**src/rtl/stopwatch_multidigit_counter.sv**
```systemverilog
// Stopwatch: multi-digit up/down counter with run/stop/lap FSM, load, soft clear, wrap or saturate.
// Latency: count, state and flags update on the sampling edge; o_Display/o_Zero decode registers.
// Backpressure: none; every i_CLK_EN-qualified cycle in RUNNING/LAP advances the count one step.
//
// Ports:
//   i_SUBCLK      clock (rising edge)
//   i_RST         synchronous active-high reset, overrides everything
//   i_SRST        soft clear: count and lap to 0, LAP drops back to RUNNING
//   i_CLK_EN      count tick qualifier
//   i_START       pulse, toggles run/stop
//   i_LAP         pulse, toggles lap freeze (ignored in STOPPED or with i_START)
//   i_DIR         0 = up, 1 = down
//   i_LOAD        load strobe; i_LOAD_VAL digits clamped to DIGIT_MAX
//   i_LOAD_VAL    value to load, digit 0 in [3:0]
//   o_Count       live count, digit 0 in [3:0]
//   o_Display     lap register in LAP, otherwise o_Count
//   o_Running     high in RUNNING or LAP
//   o_Lap_Active  high in LAP
//   o_Wrap        one-cycle pulse after a wrap or saturation event
//   o_Zero        all digits of o_Count are 0
module stopwatch_multidigit_counter #(
  parameter int DIGITS    = 4,
  parameter int DIGIT_MAX = 9,
  parameter int COUNT_SAT = 0
) (
  input  logic                  i_SUBCLK,
  input  logic                  i_RST,
  input  logic                  i_SRST,
  input  logic                  i_CLK_EN,
  input  logic                  i_START,
  input  logic                  i_LAP,
  input  logic                  i_DIR,
  input  logic                  i_LOAD,
  input  logic [4*DIGITS-1:0]   i_LOAD_VAL,
  output logic [4*DIGITS-1:0]   o_Count,
  output logic [4*DIGITS-1:0]   o_Display,
  output logic                  o_Running,
  output logic                  o_Lap_Active,
  output logic                  o_Wrap,
  output logic                  o_Zero
);

  localparam int         W    = 4 * DIGITS;
  localparam logic [3:0] DMAX = 4'(DIGIT_MAX);

  typedef enum logic [1:0] {
    ST_STOPPED = 2'd0,
    ST_RUNNING = 2'd1,
    ST_LAP     = 2'd2
  } state_t;

  state_t       state_q;
  state_t       state_fsm;
  state_t       state_n;
  logic [W-1:0] lap_q;
  logic [W-1:0] step_val;
  logic [W-1:0] load_clamped;
  logic         carry;
  logic         tick;
  logic         wrap_event;
  logic         lap_enter;

  assign tick = i_CLK_EN && (state_q != ST_STOPPED);

  // Ripple carry/borrow: a digit steps only when every lower digit sits at
  // its terminal value. A carry out of the top digit marks the count limit.
  always_comb begin
    step_val = o_Count;
    carry    = 1'b1;
    for (int k = 0; k < DIGITS; k++) begin
      if (carry) begin
        if (!i_DIR)
          step_val[4*k +: 4] = (o_Count[4*k +: 4] == DMAX) ? 4'd0 : o_Count[4*k +: 4] + 4'd1;
        else
          step_val[4*k +: 4] = (o_Count[4*k +: 4] == 4'd0) ? DMAX : o_Count[4*k +: 4] - 4'd1;
      end
      carry = carry && (i_DIR ? (o_Count[4*k +: 4] == 4'd0) : (o_Count[4*k +: 4] == DMAX));
    end
  end

  always_comb begin
    load_clamped = '0;
    for (int k = 0; k < DIGITS; k++)
      load_clamped[4*k +: 4] = (i_LOAD_VAL[4*k +: 4] > DMAX) ? DMAX : i_LOAD_VAL[4*k +: 4];
  end

  // A load suppresses the tick, so it can never produce a wrap.
  assign wrap_event = tick && !i_LOAD && carry;

  // Start/lap decode; i_START wins over i_LAP.
  always_comb begin
    state_fsm = state_q;
    lap_enter = 1'b0;
    if (i_START) begin
      state_fsm = (state_q == ST_STOPPED) ? ST_RUNNING : ST_STOPPED;
    end else if (i_LAP) begin
      if (state_q == ST_RUNNING) begin
        state_fsm = ST_LAP;
        lap_enter = 1'b1;
      end else if (state_q == ST_LAP) begin
        state_fsm = ST_RUNNING;
      end
    end
  end

  // Full next state, including reset and soft clear, so the state flags can be
  // registered alongside the state itself.
  always_comb begin
    state_n = state_fsm;
    if (i_RST)
      state_n = ST_STOPPED;
    else if (i_SRST)
      state_n = (state_q == ST_LAP) ? ST_RUNNING : state_q;
    else if (wrap_event && (COUNT_SAT != 0))
      state_n = ST_STOPPED;
  end

  always_ff @(posedge i_SUBCLK) begin
    state_q      <= state_n;
    o_Running    <= (state_n != ST_STOPPED);
    o_Lap_Active <= (state_n == ST_LAP);
    if (i_RST) begin
      o_Count <= '0;
      lap_q   <= '0;
      o_Wrap  <= 1'b0;
    end else if (i_SRST) begin
      o_Count <= '0;
      lap_q   <= '0;
      o_Wrap  <= 1'b0;
    end else begin
      o_Wrap <= wrap_event;
      // Lap captures the pre-tick count.
      if (lap_enter)
        lap_q <= o_Count;
      if (i_LOAD)
        o_Count <= load_clamped;
      else if (tick && !(carry && (COUNT_SAT != 0)))
        o_Count <= step_val;
    end
  end

  assign o_Display = o_Lap_Active ? lap_q : o_Count;
  assign o_Zero    = (o_Count == '0);

endmodule

```
**config.mk**
```make
export PLATFORM = sky130hd
export DESIGN_NAME = stopwatch_multidigit_counter
export DESIGN_NICKNAME = d
export VERILOG_FILES = /design/src/rtl/stopwatch_multidigit_counter.sv
export SDC_FILE = /design/constraint.sdc
export NUM_CORES = 1
export LEC_CHECK = 0
export CORE_ASPECT_RATIO = 1.1
export CORE_MARGIN = 2
export CORE_UTILIZATION = 30
export DETAILED_ROUTE_END_ITERATION = 12
export PLACE_DENSITY = 0.65
export SLEW_MARGIN = 20
export SYNTH_ARGS = -nofsm -noshare
export SYNTH_HDL_FRONTEND = slang
export SYNTH_SLANG_ARGS = --single-unit
```
**constraint.sdc**
```tcl
create_clock -name i_SUBCLK -period 1.77 [get_ports i_SUBCLK]
set_input_delay 0.354 -clock i_SUBCLK [delete_from_list [all_inputs] [get_ports i_SUBCLK]]
set_output_delay 0.354 -clock i_SUBCLK [all_outputs]
set_load 0.1 [all_outputs]
```
After elaboration in Yosys (flattened, before gate mapping)
Index checks and enable logic that the tools add are counted.
{ "word_totals": {"inputBits": 24, "wordCells": 87, "regBits": 37} }
{ "op_classes": {"n_lt_le_gt_ge": 4, "add_sub_neg": 8, "reduce_logical": 23, "mux": 36, "n_eq_ne": 7} }
{ "ops": {"columns": ["operator", "n"], "rows": [
  ["$mux W4", 19],
  ["$mux W16", 3],
  ["$add A4 B1 Y4 const B", 4],
  ["$eq A4 B4 Y1 const B", 4],
  ["$gt A4 B4 Y1 const B", 4],
  ["$logic_not A16 Y1", 1],
  ["$logic_not A4 Y1", 4],
  ["$sub A4 B1 Y4 const B", 4],
  ["$mux W2", 6],
  ["$reduce_bool A2 Y1", 6],
  ["$mux W1", 8],
  ["$logic_and A1 B1 Y1", 6],
  ["$reduce_and A2 Y1", 3],
  ["$eq A2 B2 Y1 const B", 2],
  ["$eq A2 B1 Y1 const B", 1],
  ["$logic_not A2 Y1", 1],
  ["$reduce_or A2 Y1", 1],
  ["$logic_not A1 Y1", 1]
]} }

Depth between registers and ports, before layout
Gate-level depths: netlist of run 1.
{ "depth": {"ltp_word": 8, "depth_mapped": 8} }

Least setup slack after synthesis of run 1
Ideal clock, no wire load.
{ "synth_timing": {"kind": "reg-to-output", "startpoint": "register o_Count[4]", "endpoint": "output port o_Zero", "t_required_ns": 1.416, "arrival_ns": 4.164, "stages_incl_launch_ff": 5, "path_slack_ns": -2.748, "path_buffers": 1, "path_cell_list": "dfxtp_1 clkbuf_1 nor4_1 nand4_1 nor4_1"} }
{ "synth_via": {"elab_chain_len": 1} }
{ "synth_lines": {"columns": ["item", "line", "rtl"], "rows": [
  ["start: declaration", "35", "output logic [4*DIGITS-1:0] o_Count,"],
  ["start signal: assignment", "136", "o_Count <= load_clamped;"],
  ["start signal: assignment", "138", "o_Count <= step_val;"],
  ["$logic_not A16 Y1", "143", "assign o_Zero = (o_Count == '0);"],
  ["end: declaration", "40", "output logic o_Zero"]
]} }
Every way passes these cells.

Worst setup path after layout of run 1
{ "layout_timing": {"startpoint": "register o_Count[6]", "endpoint": "output port o_Zero"} }
Same word-level chain as after synthesis.

==> results of run 1 <==
[state kept, by name, indices dropped and copies added (netlist names)]
register,flops
o_Lap_Active,1
o_Count,16
lap_q,16
o_Running,1
state_q,2
o_Wrap,1
[cells by family (layout without fill, tap and decap cells)]
family	after synthesis	after routing
AOI/OAI and AO/OA	100	100
xor gates and xnor gates	8	8
buffers and inverters	40	128
DFF	37	37
muxes	13	13
and+or+nand+nor	130	130
[worst paths after layout]
| kind | slack [ns] | start | to | cells past startpoint |
|---|---|---|---|---|
| worst min register to register | 0.46 | lap_q[2] | lap_q[2] | 2 |
| worst max-delay path | -0.23 | o_Count[6] | o_Zero | 4 |
| worst min-delay path | 0.46 | lap_q[2] | lap_q[2] | 2 |
| worst max register to register | 0.08 | o_Count[7] | o_Count[12] | 7 |
[layout by cell type, fill, tap and decap left out, types with 3 or more instances in the layout]
cell             instances
buf_4                   48
nor3_2                   3
buf_12                  39
nor2b_1                  6
a31oi_1                  3
a21o_1                   3
nand3b_1                 6
mux2_2                   6
o21ai_0                 19
o211ai_1                 3
nand4_1                  4
clkdlybuf4s50_1         22
and2_1                   3
dfxtp_1                 20
o22ai_1                  3
o21a_1                   3
nor2_1                  20
nand3_1                  3
a22o_1                   3
dfxtp_4                 17
nand2b_1                 7
nor4_1                   3
nand2_1                 49
xnor2_1                  5
o21ai_4                  6
nor3_1                   5
clkbuf_8                 5
mux2_4                   5
inv_1                    8
a21oi_1                 32
or2_2                    3
xor2_1                   3
a221oi_1                 3
[power breakdown]
part / total (uW) / internal [uW] / leakage (uW) / switching, uW
sequential: 859 / 834 / 0.000313 / 24.7
clock: 694 / 358 / 0.0000500 / 336
combinational: 801 / 334 / 0.00116 / 467
[layer usage]
| layer | track usage | vias up | share of wire | wire length, um |
|---|---|---|---|---|
| met4 | 0.0722 | 0 | 0.023 | 176 |
| met2 | 0.288 | 57 | 0.49 | 3740 |
| li1 | - | 1340 | - | - |
| met1 | 0.222 | 1249 | 0.44 | 3380 |
| met3 | 0.0336 | 16 | 0.042 | 316 |
| met5 | 0 | - | 0 | 0 |
[worst reg2reg max path: stages (launching register included)]
cell and delay (ns):
dfxtp_4 0.36, buf_6 0.12, or3b_1 0.36, a21boi_2 0.17, buf_4 0.14, nand3_4 0.09
xor2_1 0.16, a211oi_1 0.21
[final cells by class]
type,count,area share
Timing Repair Buffer,112,0.335
Tap cell,108,0.0326
Multi-Input combinational cell,251,0.405
Sequential cell,37,0.194
Clock inverter,2,0.00272
Inverter,8,0.00725
Clock buffer,6,0.0227
[repair_timing]
item / in CTS / in global routing
buffers inserted: 6 / 0
pin swaps: 3 / 1
hold buffers: 0 / 0
setup endpoints to repair: 25 / 7
endpoints found under the hold margin: 0 / 0
cloned: 0 / 0
resized for setup: 7 / 8
[per-stage QoR]
stage	instance area [sq um]	cells	util	hold slack, ns
final	4140	524	0.523	0.458
after global routing	4140	524	0.523	0.480
after CTS	4120	524	0.520	0.459
after detailed placement	3920	511	0.495	0.449
after global placement	3920	511	0.495	0.436
after floorplan	2660	328	-	0.423
==> metrics.csv, run 1 <==
metric,value,unit
cp_num_buf_inv,1,
nets,439,
synth-seq-cells,37,
fmax,500,MHz
violations,negative setup slack,
synth-compound-area-share,0.267,
worst_slew_pin_slew,0.336,ns
synthMuxAreaShare,0.0591,
grt_max_degree,20,
synth_top_family_by_area,simple AND/OR/NAND/NOR gates,
yosys-top-cells-area,"dfxtp_1 (30%), nand2_1 (7.7%), a21oi_1 (6.6%), o21ai_0 (5.1%), mux2_2 (5.1%)",
gp_congestion,0.907,
synth_edf_count,0,
initial_core_util,0.308,
die-height,98.5,um
yosys.area_share.simple,0.272,
drtIter0Drc,139,
drc,0,
synthFlopType,dfxtp_1,
synth_common_cells,"nand2_1 (50), dfxtp_1 (37), a21oi_1 (32)",
num_io_pins,60,
multiInputGateArea,1680,sq um
cts_tree,yes,
cts.path.max_buffers,2,
end_kind,output pin,
rsz0062_at_grt,yes,
powerDensity,568,nW/um^2
finalSetupViolCount,1,
slew_viol_final,0,
synth_adder_area_share,0,
setup_tns,-0.230,ns
ys_async_sr_fraction,0,
drive_gt1_frac,0.363,
die_w,89.9,um
io_buffer_count,59,
post-route-min-period,2.00,ns
critical-path-slowest-cell,dfxtp_4,
insertion_delay,0.30,ns
grt_antenna_before_repair,0,
crit_fanout,2,
regArea,805,sq um
critPathLaunchType,register,
peakVddDrop,0.417,mV
critical_path.most_common_cell,nor4_4,
post_drt_wl_per_cell,14.5,um
fin_crit_sh,1.13,
cap_violations,0,
p_leak,0.00153,uW
fill_cells,741,
status,"finished, violations left",
hp-class,reg2reg,
fin_worst_skew,0.00283,ns
synth_area,2430,sq um
worstSetupPathType,reg2out,
dpl_worst_slack,-0.575,ns
die-area,8850,sq um
yosysMostFrequentCell,nand2_1,
cpPeakStageDelay,0.35,ns
dp_hpwl,5.50,mm
diodes,0,
first_pass_iters,4,
clockRootBuffer,clkbuf_8,
grtUsageTotal,0.173,
setup_ws,-0.230,ns
coreArea,7910,sq um
yosysTopAreaCellShare,0.304,
cp.arrival,1.65,ns
via_per_inst,5.08,
avgSynthCellArea,7.42,sq um
finalPower,2350,uW
syn_inst,328,
max-slew-margin-rel,0.776,
antenna_left,0,
grt.overflow.total,0,
path_cells,nor4_4 > nand4_1 > nor4_4 > buf_12,
ys_seq_area_frac,0.304,
critPathTopFamily,simple AND/OR/NAND/NOR gates,
required,1.42,ns
synth_xor_area_frac,0.0288,
vias,2662,
fp-row-count,34,
cts_buffers,5,
finalHoldViolations,0,
ys_warn_count,0,
grt_pass1_vias,2558,
synthDominantAreaCellType,dfxtp_1,
wirelength,7.61,mm
htree_levels,2,
area_growth,70.2,%
clkSinkCount,37,
grt_first_pass_wirelength,12.4,mm
synth_fp_nets,352,
ys_types,58,
cts.clk_slew.worst_paths,0.08,ns
Note: power is estimated with default switching activity, not from simulation.
==> run 2, diff against run 1 <==
--- a/config.mk
+++ b/config.mk
@@ -5,9 +5,11 @@
 export SDC_FILE = /design/constraint.sdc
 export NUM_CORES = 1
 export LEC_CHECK = 0
+export CAP_MARGIN = 5
 export CORE_ASPECT_RATIO = 1.1
 export CORE_MARGIN = 2
 export CORE_UTILIZATION = 30
+export CTS_CLUSTER_SIZE = 30
 export DETAILED_ROUTE_END_ITERATION = 12
 export PLACE_DENSITY = 0.65
 export SLEW_MARGIN = 20
==> results of run 2 <==
Final layout, timing and power as in run 1 (identical DEF).
==> run 3, diff against run 2 <==
--- a/config.mk
+++ b/config.mk
@@ -8,10 +8,10 @@
 export CAP_MARGIN = 5
 export CORE_ASPECT_RATIO = 1.1
 export CORE_MARGIN = 2
-export CORE_UTILIZATION = 30
+export CORE_UTILIZATION = 45
 export CTS_CLUSTER_SIZE = 30
 export DETAILED_ROUTE_END_ITERATION = 12
-export PLACE_DENSITY = 0.65
+export PLACE_DENSITY = 0.87
 export SLEW_MARGIN = 20
 export SYNTH_ARGS = -nofsm -noshare
 export SYNTH_HDL_FRONTEND = slang
==> metrics.csv, run 3 (synthesis results as in run 1) <==
metric,value,unit,change
final_common_cell,nand2_1,,unchanged
fin_crit_sh,1.13,,about the same
critPathLaunchType,register,,unchanged
critical-path-slowest-cell,dfxtp_4,,unchanged
slew_viol_final,0,,unchanged
grt_max_degree,21,,was 20
cpPeakStageDelay,0.35,ns,about the same
nets,433,,was 439
rsz0062_at_grt,yes,,unchanged
critical_path.most_common_cell,nor4_4,,unchanged
grt.overflow.total,0,,unchanged
violations,negative setup slack,,unchanged
hold_path_end,lap_q[12],,was lap_q[2]
cp_num_buf_inv,1,,unchanged
grt_antenna_before_repair,0,,unchanged
multiInputGateArea,1670,sq um,was 1680 sq um
gp_congestion,0.884,,was 0.907
worstSetupPathType,reg2out,,unchanged
required,1.42,ns,about the same
final_cell_mix,"nand2_1 (50), buf_4 (44), buf_12 (38), a21oi_1 (32), clkdlybuf4s50_1 (22)",,"was nand2_1 (49), buf_4 (48), buf_12 (39), a21oi_1 (32), clkdlybuf4s50_1 (22)"
crit_fanout,2,,unchanged
r2r_start,o_Count[7],,unchanged
clockRootBuffer,clkbuf_8,,unchanged
hp-class,reg2reg,,unchanged
max-slew-margin-rel,0.764,,was 0.776
first_pass_iters,5,,was 4
path_cells,nor4_4 > nand4_1 > nor4_4 > buf_12,,unchanged
grtUsageTotal,0.283,,was 0.173
cts.path.max_buffers,2,,unchanged
critPathTopFamily,simple AND/OR/NAND/NOR gates,,unchanged
via_per_inst,6.00,,was 5.08
whs_path_depth,2,,unchanged
largestRegisters,"lap_q x16, o_Count x16, state_q x2",,unchanged
worstHoldStart,lap_q[12],,was lap_q[2]
finalPower,2260,uW,was 2350 uW
dpl_worst_slack,-0.530,ns,was -0.575 ns
fmax,501,MHz,was 500 MHz
end_kind,output pin,,unchanged
powerDensity,563,nW/um^2,was 568 nW/um^2
post-route-min-period,2.00,ns,about the same
io_buffer_count,59,,unchanged
die-height,81.1,um,was 98.5 um
finalHoldViolations,0,,unchanged
diodes,0,,unchanged
num_io_pins,60,,unchanged
cts_buffers,5,,unchanged
fp-row-count,28,,was 34
die_w,74.1,um,was 89.9 um
grt_first_pass_wirelength,13.0,mm,was 12.4 mm
ff2ff_setup_slack,0.05,ns,was 0.08 ns
antenna_left,0,,unchanged
vias,2912,,was 2662
peakVddDrop,0.441,mV,was 0.417 mV
critPathLaunch,o_Count[7],,was o_Count[6]
post_drt_wl_per_cell,17.3,um,was 14.5 um
clkSinkCount,37,,unchanged
drc,0,,unchanged
ff2ff_path_depth,7,,unchanged
cts.clk_slew.worst_paths,0.08,ns,about the same
fin_worst_skew,0.00556,ns,was 0.00283 ns
regArea,805,sq um,unchanged
drtIter0Drc,372,,was 139
cp.arrival,1.64,ns,was 1.65 ns
finalSetupViolCount,1,,unchanged
htree_levels,2,,unchanged
die-area,6010,sq um,was 8850 sq um
cap_violations,0,,unchanged
cts_tree,yes,,unchanged
placedInstanceArea,3830,sq um,was 3920 sq um
initial_core_util,0.460,,was 0.308
finalInstanceArea,4020,sq um,was 4140 sq um
grt_pass1_vias,2766,,was 2558
setup_ws,-0.225,ns,was -0.230 ns
coreArea,5290,sq um,was 7910 sq um
dp_hpwl,5.71,mm,was 5.50 mm
drive_gt1_frac,0.349,,was 0.363
fill_cells,309,,was 741
wirelength,8.40,mm,was 7.61 mm
worst_slew_pin_slew,0.354,ns,was 0.336 ns
r2r_end,o_Count[12],,unchanged
status,"finished, violations left",,unchanged
area_growth,65.1,%,was 70.2%
p_leak,0.00149,uW,was 0.00153 uW
insertion_delay,0.30,ns,about the same
-- run 3: timing repair --
item                       CTS  global route
setup buffers                1             4
setup endpoints to repair   22            11
hold buffers                 0             0
resized for setup            9             4
pin swaps                    4             3
gates cloned                 0             0
-- run 3: worst min-delay path, stage by stage, from the launching register on --
cell,delay [ns]
dfxtp_1,0.31
nand2_1,0.05
a21oi_1,0.05
-- run 3: metrics by stage --
stage	TNS, ns	std cells	hold WS [ns]	utilization
detailed placement	-7.32	472	0.448	0.724
floorplan	-0.686	328	0.423	-
finish	-0.225	485	0.460	0.759
global placement	-5.55	472	0.436	0.724
global route	-0.295	485	0.484	0.759
CTS	-0.231	481	0.460	0.750
-- run 3: how the worst max path moves through the flow --
stage,slack (ns),cells past startpoint,endpoint
after floorplan,-0.69,4,o_Zero
after global placement,-0.43,6,o_Count[8]
after detailed placement,-0.53,6,o_Count[8]
after CTS,-0.23,4,o_Zero
after global routing,-0.27,4,o_Zero
final,-0.23,4,o_Zero
-- run 3: layout make-up --
cell class / instances / share of cell area
repair buffers: 106 / 0.332
clock inverters: 3 / 0.00311
inverters: 8 / 0.00747
clock buffers: 5 / 0.0171
flip-flops and latches: 37 / 0.200
well taps: 75 / 0.0234
multi-input cells: 251 / 0.416
-- run 3: power by group --
group,switching (uW),internal (uW)
clock,333,266
combinational,470,328
sequential,32.6,834
-- run 3: metal layers --
metal	vias to the layer above	track usage	wire length (um)
met5	-	0	0
met4	0	0.169	386
met1	1367	0.333	3110
met3	48	0.0633	649
li1	1327	-	-
met2	170	0.465	4250
